**config.mk**
```make
export PLATFORM = sky130hd
export DESIGN_NAME = dmem_arbiter_flat
export DESIGN_NICKNAME = d
export VERILOG_FILES = /design/src/rtl/dmem_arbiter_if.sv /design/src/rtl/dmem_arbiter.sv /design/src/flat_wrapper.sv
export SDC_FILE = /design/constraint.sdc
export NUM_CORES = 1
export LEC_CHECK = 0
export CAP_MARGIN = 20
export CORE_MARGIN = 2
export CORE_UTILIZATION = 42
export DETAILED_ROUTE_END_ITERATION = 6
export PLACE_DENSITY = 0.85
export SETUP_SLACK_MARGIN = 0.5
export SYNTH_ARGS = -nofsm -noshare
export SYNTH_HDL_FRONTEND = slang
export SYNTH_SLANG_ARGS = --single-unit
```
**constraint.sdc**
```tcl
create_clock -name clk -period 4.5 [get_ports clk]
set_input_delay 0.675 -clock clk [delete_from_list [all_inputs] [get_ports clk]]
set_output_delay 0.675 -clock clk [all_outputs]
set_load 0.01 [all_outputs]
```
**src/rtl/dmem_arbiter_if.sv**
```systemverilog
// Bus bundle between the two data-memory masters, the arbiter and memory.
// The arbiter takes the slave view; masters and memory take the master view.
interface dmem_arbiter_if #(
    parameter int DW = 32,
    parameter int AW = 32
);
    logic          cpu_req;
    logic          cpu_we;
    logic [AW-1:0] cpu_addr;
    logic [DW-1:0] cpu_wdata;
    logic          cpu_gnt;
    logic          cpu_rvalid;
    logic [DW-1:0] cpu_rdata;

    logic          dbg_req;
    logic          dbg_we;
    logic [AW-1:0] dbg_addr;
    logic [DW-1:0] dbg_wdata;
    logic          dbg_gnt;
    logic          dbg_rvalid;
    logic [DW-1:0] dbg_rdata;

    logic          mem_en;
    logic          mem_we;
    logic [AW-1:0] mem_addr;
    logic [DW-1:0] mem_wdata;
    logic [DW-1:0] mem_rdata;

    modport slave (
        input  cpu_req, cpu_we, cpu_addr, cpu_wdata,
        output cpu_gnt, cpu_rvalid, cpu_rdata,
        input  dbg_req, dbg_we, dbg_addr, dbg_wdata,
        output dbg_gnt, dbg_rvalid, dbg_rdata,
        output mem_en, mem_we, mem_addr, mem_wdata,
        input  mem_rdata
    );

    modport master (
        output cpu_req, cpu_we, cpu_addr, cpu_wdata,
        input  cpu_gnt, cpu_rvalid, cpu_rdata,
        output dbg_req, dbg_we, dbg_addr, dbg_wdata,
        input  dbg_gnt, dbg_rvalid, dbg_rdata,
        input  mem_en, mem_we, mem_addr, mem_wdata,
        output mem_rdata
    );
endinterface

```
**src/rtl/dmem_arbiter.sv**
```systemverilog
// Data-memory arbiter: shares one memory port between the core and debug.
// Define ROUND_ROBIN_EN for round-robin ties; default is fixed cpu priority.
module dmem_arbiter #(
    parameter int DW      = 32,
    parameter int AW      = 32,
    parameter int MEM_LAT = 1
) (
    input logic           clk,
    input logic           reset,
    dmem_arbiter_if.slave bus
);

    localparam int CW = (MEM_LAT > 1) ? $clog2(MEM_LAT) : 1;

    localparam logic OWN_CPU = 1'b0;
    localparam logic OWN_DBG = 1'b1;

    typedef enum logic [1:0] {
        S_IDLE,
        S_ACCESS,
        S_WAIT,
        S_RESP
    } state_t;

    generate
        if (MEM_LAT < 1) begin : g_bad_lat
            $error("dmem_arbiter: MEM_LAT must be >= 1");
        end
    endgenerate

    state_t        state_q, state_d;
    logic          owner_q, owner_d;
    logic          we_q, we_d;
    logic [CW-1:0] cnt_q, cnt_d;

    logic          mem_en_q, mem_en_d;
    logic          mem_we_q, mem_we_d;
    logic [AW-1:0] mem_addr_q, mem_addr_d;
    logic [DW-1:0] mem_wdata_q, mem_wdata_d;

    logic          cpu_rvalid_q, cpu_rvalid_d;
    logic          dbg_rvalid_q, dbg_rvalid_d;
    logic [DW-1:0] cpu_rdata_q, cpu_rdata_d;
    logic [DW-1:0] dbg_rdata_q, dbg_rdata_d;

    logic          cpu_win;
    logic          dbg_win;

`ifdef ROUND_ROBIN_EN
    logic          last_q, last_d;
`endif

    // Pick at most one winner, only in IDLE and never while in reset
    always_comb begin
        cpu_win = 1'b0;
        dbg_win = 1'b0;
        if (state_q == S_IDLE && reset) begin
`ifdef ROUND_ROBIN_EN
            if (bus.cpu_req && bus.dbg_req) begin
                cpu_win = (last_q == OWN_DBG);
                dbg_win = (last_q == OWN_CPU);
            end else begin
                cpu_win = bus.cpu_req;
                dbg_win = bus.dbg_req;
            end
`else
            cpu_win = bus.cpu_req;
            dbg_win = bus.dbg_req && !bus.cpu_req;
`endif
        end
    end

    assign bus.cpu_gnt = cpu_win;
    assign bus.dbg_gnt = dbg_win;

    // Sequence one access: latch winner, strobe memory, wait, respond
    always_comb begin
        state_d      = state_q;
        owner_d      = owner_q;
        we_d         = we_q;
        cnt_d        = cnt_q;
        mem_en_d     = 1'b0;
        mem_we_d     = 1'b0;
        mem_addr_d   = mem_addr_q;
        mem_wdata_d  = mem_wdata_q;
        cpu_rvalid_d = 1'b0;
        dbg_rvalid_d = 1'b0;
        cpu_rdata_d  = cpu_rdata_q;
        dbg_rdata_d  = dbg_rdata_q;
`ifdef ROUND_ROBIN_EN
        last_d       = last_q;
`endif
        unique case (state_q)
            S_IDLE: begin
                if (cpu_win || dbg_win) begin
                    owner_d     = dbg_win ? OWN_DBG : OWN_CPU;
                    we_d        = dbg_win ? bus.dbg_we : bus.cpu_we;
                    mem_addr_d  = dbg_win ? bus.dbg_addr : bus.cpu_addr;
                    mem_wdata_d = dbg_win ? bus.dbg_wdata : bus.cpu_wdata;
                    mem_en_d    = 1'b1;
                    mem_we_d    = we_d;
                    state_d     = S_ACCESS;
`ifdef ROUND_ROBIN_EN
                    last_d      = dbg_win ? OWN_DBG : OWN_CPU;
`endif
                end
            end
            S_ACCESS: begin
                cnt_d   = CW'(MEM_LAT - 1);
                state_d = S_WAIT;
            end
            S_WAIT: begin
                if (cnt_q == '0) begin
                    if (!we_q) begin
                        if (owner_q == OWN_DBG) begin
                            dbg_rdata_d = bus.mem_rdata;
                        end else begin
                            cpu_rdata_d = bus.mem_rdata;
                        end
                    end
                    cpu_rvalid_d = (owner_q == OWN_CPU);
                    dbg_rvalid_d = (owner_q == OWN_DBG);
                    state_d      = S_RESP;
                end else begin
                    cnt_d = cnt_q - 1'b1;
                end
            end
            S_RESP: begin
                state_d = S_IDLE;
            end
            default: begin
                state_d = S_IDLE;
            end
        endcase
    end

    // State and registered outputs; reset abandons any in-flight access
    always_ff @(posedge clk or negedge reset) begin
        if (!reset) begin
            state_q      <= S_IDLE;
            owner_q      <= OWN_CPU;
            we_q         <= 1'b0;
            cnt_q        <= '0;
            mem_en_q     <= 1'b0;
            mem_we_q     <= 1'b0;
            mem_addr_q   <= '0;
            mem_wdata_q  <= '0;
            cpu_rvalid_q <= 1'b0;
            dbg_rvalid_q <= 1'b0;
            cpu_rdata_q  <= '0;
            dbg_rdata_q  <= '0;
`ifdef ROUND_ROBIN_EN
            last_q       <= OWN_DBG;
`endif
        end else begin
            state_q      <= state_d;
            owner_q      <= owner_d;
            we_q         <= we_d;
            cnt_q        <= cnt_d;
            mem_en_q     <= mem_en_d;
            mem_we_q     <= mem_we_d;
            mem_addr_q   <= mem_addr_d;
            mem_wdata_q  <= mem_wdata_d;
            cpu_rvalid_q <= cpu_rvalid_d;
            dbg_rvalid_q <= dbg_rvalid_d;
            cpu_rdata_q  <= cpu_rdata_d;
            dbg_rdata_q  <= dbg_rdata_d;
`ifdef ROUND_ROBIN_EN
            last_q       <= last_d;
`endif
        end
    end

    assign bus.mem_en     = mem_en_q;
    assign bus.mem_we     = mem_we_q;
    assign bus.mem_addr   = mem_addr_q;
    assign bus.mem_wdata  = mem_wdata_q;
    assign bus.cpu_rvalid = cpu_rvalid_q;
    assign bus.dbg_rvalid = dbg_rvalid_q;
    assign bus.cpu_rdata  = cpu_rdata_q;
    assign bus.dbg_rdata  = dbg_rdata_q;

endmodule

```
**src/flat_wrapper.sv**
```systemverilog
// flat-port wrapper written by rule: the top's interface ports become plain ports
module dmem_arbiter_flat 
#(
    parameter int DW      = 32,
    parameter int AW      = 32,
    parameter int MEM_LAT = 1
)
  (clk, reset, bus_cpu_req, bus_cpu_we, bus_cpu_addr, bus_cpu_wdata, bus_cpu_gnt, bus_cpu_rvalid, bus_cpu_rdata, bus_dbg_req, bus_dbg_we, bus_dbg_addr, bus_dbg_wdata, bus_dbg_gnt, bus_dbg_rvalid, bus_dbg_rdata, bus_mem_en, bus_mem_we, bus_mem_addr, bus_mem_wdata, bus_mem_rdata);
  dmem_arbiter_if #(.DW(DW), .AW(AW)) bus_i ();
  input logic clk;
  input logic reset;
  input wire logic [$bits(bus_i.cpu_req)-1:0] bus_cpu_req;
  input wire logic [$bits(bus_i.cpu_we)-1:0] bus_cpu_we;
  input wire logic [$bits(bus_i.cpu_addr)-1:0] bus_cpu_addr;
  input wire logic [$bits(bus_i.cpu_wdata)-1:0] bus_cpu_wdata;
  output wire logic [$bits(bus_i.cpu_gnt)-1:0] bus_cpu_gnt;
  output wire logic [$bits(bus_i.cpu_rvalid)-1:0] bus_cpu_rvalid;
  output wire logic [$bits(bus_i.cpu_rdata)-1:0] bus_cpu_rdata;
  input wire logic [$bits(bus_i.dbg_req)-1:0] bus_dbg_req;
  input wire logic [$bits(bus_i.dbg_we)-1:0] bus_dbg_we;
  input wire logic [$bits(bus_i.dbg_addr)-1:0] bus_dbg_addr;
  input wire logic [$bits(bus_i.dbg_wdata)-1:0] bus_dbg_wdata;
  output wire logic [$bits(bus_i.dbg_gnt)-1:0] bus_dbg_gnt;
  output wire logic [$bits(bus_i.dbg_rvalid)-1:0] bus_dbg_rvalid;
  output wire logic [$bits(bus_i.dbg_rdata)-1:0] bus_dbg_rdata;
  output wire logic [$bits(bus_i.mem_en)-1:0] bus_mem_en;
  output wire logic [$bits(bus_i.mem_we)-1:0] bus_mem_we;
  output wire logic [$bits(bus_i.mem_addr)-1:0] bus_mem_addr;
  output wire logic [$bits(bus_i.mem_wdata)-1:0] bus_mem_wdata;
  input wire logic [$bits(bus_i.mem_rdata)-1:0] bus_mem_rdata;
  assign bus_i.cpu_req = bus_cpu_req;
  assign bus_i.cpu_we = bus_cpu_we;
  assign bus_i.cpu_addr = bus_cpu_addr;
  assign bus_i.cpu_wdata = bus_cpu_wdata;
  assign bus_cpu_gnt = bus_i.cpu_gnt;
  assign bus_cpu_rvalid = bus_i.cpu_rvalid;
  assign bus_cpu_rdata = bus_i.cpu_rdata;
  assign bus_i.dbg_req = bus_dbg_req;
  assign bus_i.dbg_we = bus_dbg_we;
  assign bus_i.dbg_addr = bus_dbg_addr;
  assign bus_i.dbg_wdata = bus_dbg_wdata;
  assign bus_dbg_gnt = bus_i.dbg_gnt;
  assign bus_dbg_rvalid = bus_i.dbg_rvalid;
  assign bus_dbg_rdata = bus_i.dbg_rdata;
  assign bus_mem_en = bus_i.mem_en;
  assign bus_mem_we = bus_i.mem_we;
  assign bus_mem_addr = bus_i.mem_addr;
  assign bus_mem_wdata = bus_i.mem_wdata;
  assign bus_i.mem_rdata = bus_mem_rdata;
  dmem_arbiter #(.DW(DW), .AW(AW), .MEM_LAT(MEM_LAT)) u_core (.clk(clk), .reset(reset), .bus(bus_i));
endmodule
```
==> metrics.md <==
| Metric | Value |
|---|---|
| Outcome | `completed` |
| Power Internal | `0.004217 W` |
| Area of the multi-input gates | `1944 um^2` |
| Fin. Hold Viols | `0` |
| Core Util, Final | `70.41%` |
| Pre-CTS WS | `1.615 ns` |
| Die H | `roughly 120 um` |
| Core Region | `about 13000 um^2` |
| Leakage | `3.860 nW` |
| Via count | `4788` |
| RSZ-0062 raised after global routing | `no` |
| Sequential cell area | `3403 um^2` |
| Post-CTS Hold Buffers | `0` |
| Largest net degree at the start of global routing | `76` |
| Final TNS setup | `0 ns` |
| #FFs+latches synth | `136` |
| Clock buffer count from CTS | `17` |
| Fin crit share | `62.41%` |
| Max Fclk | `356.1 MHz` |
| Ratio of cells with drive above 1 in the final layout | `13.40%` |
| Cell Rows | `between 40 and 50` |
| Ant diodes | `0` |
| Slew HR | `34.78%` |
| PostCTS Resize Cnt | `0` |
| Max FO, Critical Path | `4` |
| Worst Slack Setup Final | `around 1.7 ns` |
| Clock Tree Buf Depth | `2` |
| Setup bufs post-CTS | `0` |
| Mapped Nets | `621` |
| Hold Path Class | `primary input to async pin` |
| DR vias/cell | `between 5 and 6` |
| Sequential fraction of the synthesis area | `between 60% and 70%` |
| CP startpoint kind | `primary input` |
| Routability cong. | `around 0.8` |
| Initial antenna violation count | `0` |
| Worst skew pair latency | `~0.4 ns` |
| Worst VDD drop | `0.2899 mV` |
| Syn avg cell area | `between 10 and 15 um^2` |
| Post-Syn Area | `5570 um^2` |
| CTS H-tree lvls | `4` |
| Post-route ant nets | `0` |
| Avg WL per Cell | `17.18 um` |
| Die footprint | `14200 um^2` |
| Fin Hold WS | `between 0.2 and 0.25 ns` |
| Logic pwr share | `42.9%` |
| Ys Warns | `0` |
| FILL cells | `897` |
| HPWL Detailed | `11.70 mm` |
| Crit path DAT | `2.13 ns` |
| Final Setup Violations | `0` |
| GRT Total Usage | `22.49%` |
| CTS tree | `yes` |
| IO buf count | `roughly 300` |
| Drt first pass iters | `4` |
| CTS Sinks | `roughly 140` |
| I/O pins | `300` |
| Cell Count, Final, Fillers Out | `just over 900` |
| First-pass GRT wire length | `25.01 mm` |
| Die W | `119.2 um` |
| Placed cell count | `898` |
| DRC | `0` |
| Max Transition Viols Final | `0` |
| Clk pin slew, worst setup/hold paths | `0.06 ns` |
| Yosys cell types | `23` |
| Final WL | `~16 mm` |
| Pwr Density | `666.4 nW/um^2` |
| Setup CP Type | `primary input to output port` |
| Area grow syn2layout | `65.39%` |
| Gate Count Post-Synth | `452` |
| CP endpoint kind | `output port` |
| Worst-margin pin slew | `0.9762 ns` |
| Starting Density | `42.57%` |
| Nets | `slightly above 900` |
| Clock share of power | `22.0%` |
| Root Driver | `clkbuf_16` |
| Net Switching | `between 0.0015 and 0.002 W` |
| Total global routing overflow | `0` |
| Switching share of power | `31.30%` |
| Critical Path RT | `3.83 ns` |
| Vias in the first global route | `5001` |
| Register share of total power | `35.1%` |
| Max_cap viols | `0` |
| Layout Skew | `0.005652 ns` |
| Post-layout min period | `2.808 ns` |
| Initial detailed-routing violation count | `206` |
==> power by group through the flow <==
stage | clock, W | sequential [W] | combinational [W]
global route | 0.00143 | 0.00222 | 0.00282
global placement | 0 | 0.00213 | 0.00257
floorplan | 0 | 0.00241 | 0.000829
detailed placement | 0 | 0.00217 | 0.00265
CTS | 0.00138 | 0.00216 | 0.00266
finish | 0.00135 | 0.00216 | 0.00263
==> worst paths after layout <==
path,start,to,slack (ns),cells past startpoint
setup / recovery,bus_cpu_req,bus_dbg_gnt,1.69,4
hold / removal,reset,u_core.bus.dbg_rdata[30],0.23,1
setup reg to reg,u_core.state_q[0],u_core.bus.dbg_rdata[26],2.36,4
hold reg to reg,u_core.bus.cpu_rdata[30],u_core.bus.cpu_rdata[30],0.49,1
max in group asynchronous,reset,u_core.bus.mem_addr[3],2.90,2
min in group clk,u_core.bus.cpu_rdata[30],u_core.bus.cpu_rdata[30],0.49,1
==> area by class of cell <==
| cell class | instances | area share [%] |
|---|---|---|
| Clock buffer | 18 | 4.767 |
| Clock inverter | 14 | 1.603 |
| Inverter | 5 | 0.2037 |
| Multi-Input combinational cell | 276 | 21.11 |
| Sequential cell | 136 | 36.94 |
| Tap cell | 176 | 2.390 |
| Timing Repair Buffer | 305 | 32.99 |
==> per-layer routing <==
metal	GRT usage, %	wire length, um	vias up	part of all wire (%)
met5	0	0	-	0
met4	8.854	374	0	2.3
met3	7.902	1473	31	9.2
met2	40.19	8236	224	52
met1	24.26	5895	2323	37
li1	-	-	2210	-
==> synth_stat cells, drive strengths merged <==
cell type / number / area (um^2)
mux2: 64 / 720.7
a21oi: 65 / 325.3
nor2: 65 / 244.0
ha: 3 / 37.54
nor2b: 2 / 12.51
clkbuf: 4 / 15.01
nand4b: 1 / 8.760
o22ai: 1 / 6.260
dfrtp: 136 / 3403
and2: 1 / 6.260
nor3b: 1 / 18.77
and3: 1 / 6.260
buf: 31 / 204.0
inv: 5 / 18.77
o31ai: 2 / 15.01
a22oi: 65 / 488.0
o21ai: 2 / 10.01
o211a: 1 / 10.01
a22o: 1 / 8.760
nand3b: 1 / 11.26
==> state kept, by name, indices dropped and copies added, names as in the netlist <==
signal                 flops
u_core.bus.dbg_rdata      32
u_core.bus.cpu_rdata      32
u_core.bus.mem_addr       32
u_core.owner_q             1
u_core.bus.mem_en          1
u_core.we_q                1
u_core.bus.dbg_rvalid      1
u_core.state_q             2
u_core.bus.mem_we          1
u_core.bus.mem_wdata      32
u_core.bus.cpu_rvalid      1
==> kinds of logic (layout without fill, tap and decap cells) <==
kind of cell    Yosys count  after routing  synth area share (%)
buf+inv                  40            342                 4.268
compound gates          137            137                 15.50
simple gates             72             72                 5.526
mux                      64             64                 12.94
flops                   136            136                 61.10
fa+ha+maj                 3              3                0.6739
==> per-stage QoR <==
stage	power, W	cell area [um^2]
2_1_floorplan	0.003240	5570
3_3_place_gp	0.004703	8626
3_5_place_dp	0.004819	8626
4_1_cts	0.006201	9213
5_1_grt	0.006469	9213
6_report	0.006139	9213
==> critical path: stages <==
cell,delay (ns)
clkdlybuf4s50_1,0.51
nand4b_1,0.26
inv_1,0.13
clkdlybuf4s50_1,0.56
==> cell usage in the layout, fill, tap and decap left out, types with 2 or more instances in the layout <==
| cell | count |
|---|---|
| clkdlybuf4s50_1 | 298 |
| dfrtp_1 | 136 |
| a22oi_1 | 65 |
| nor2_1 | 65 |
| a21oi_1 | 65 |
| mux2_2 | 58 |
| clkbuf_16 | 17 |
| mux2_1 | 6 |
| buf_4 | 6 |
| inv_1 | 5 |
| clkinvlp_4 | 5 |
| ha_1 | 3 |
| inv_6 | 3 |
| clkinv_2 | 3 |
| o31ai_1 | 2 |
| o21ai_0 | 2 |
| bufinv_16 | 2 |
Power figures use the tool's default switching activity.
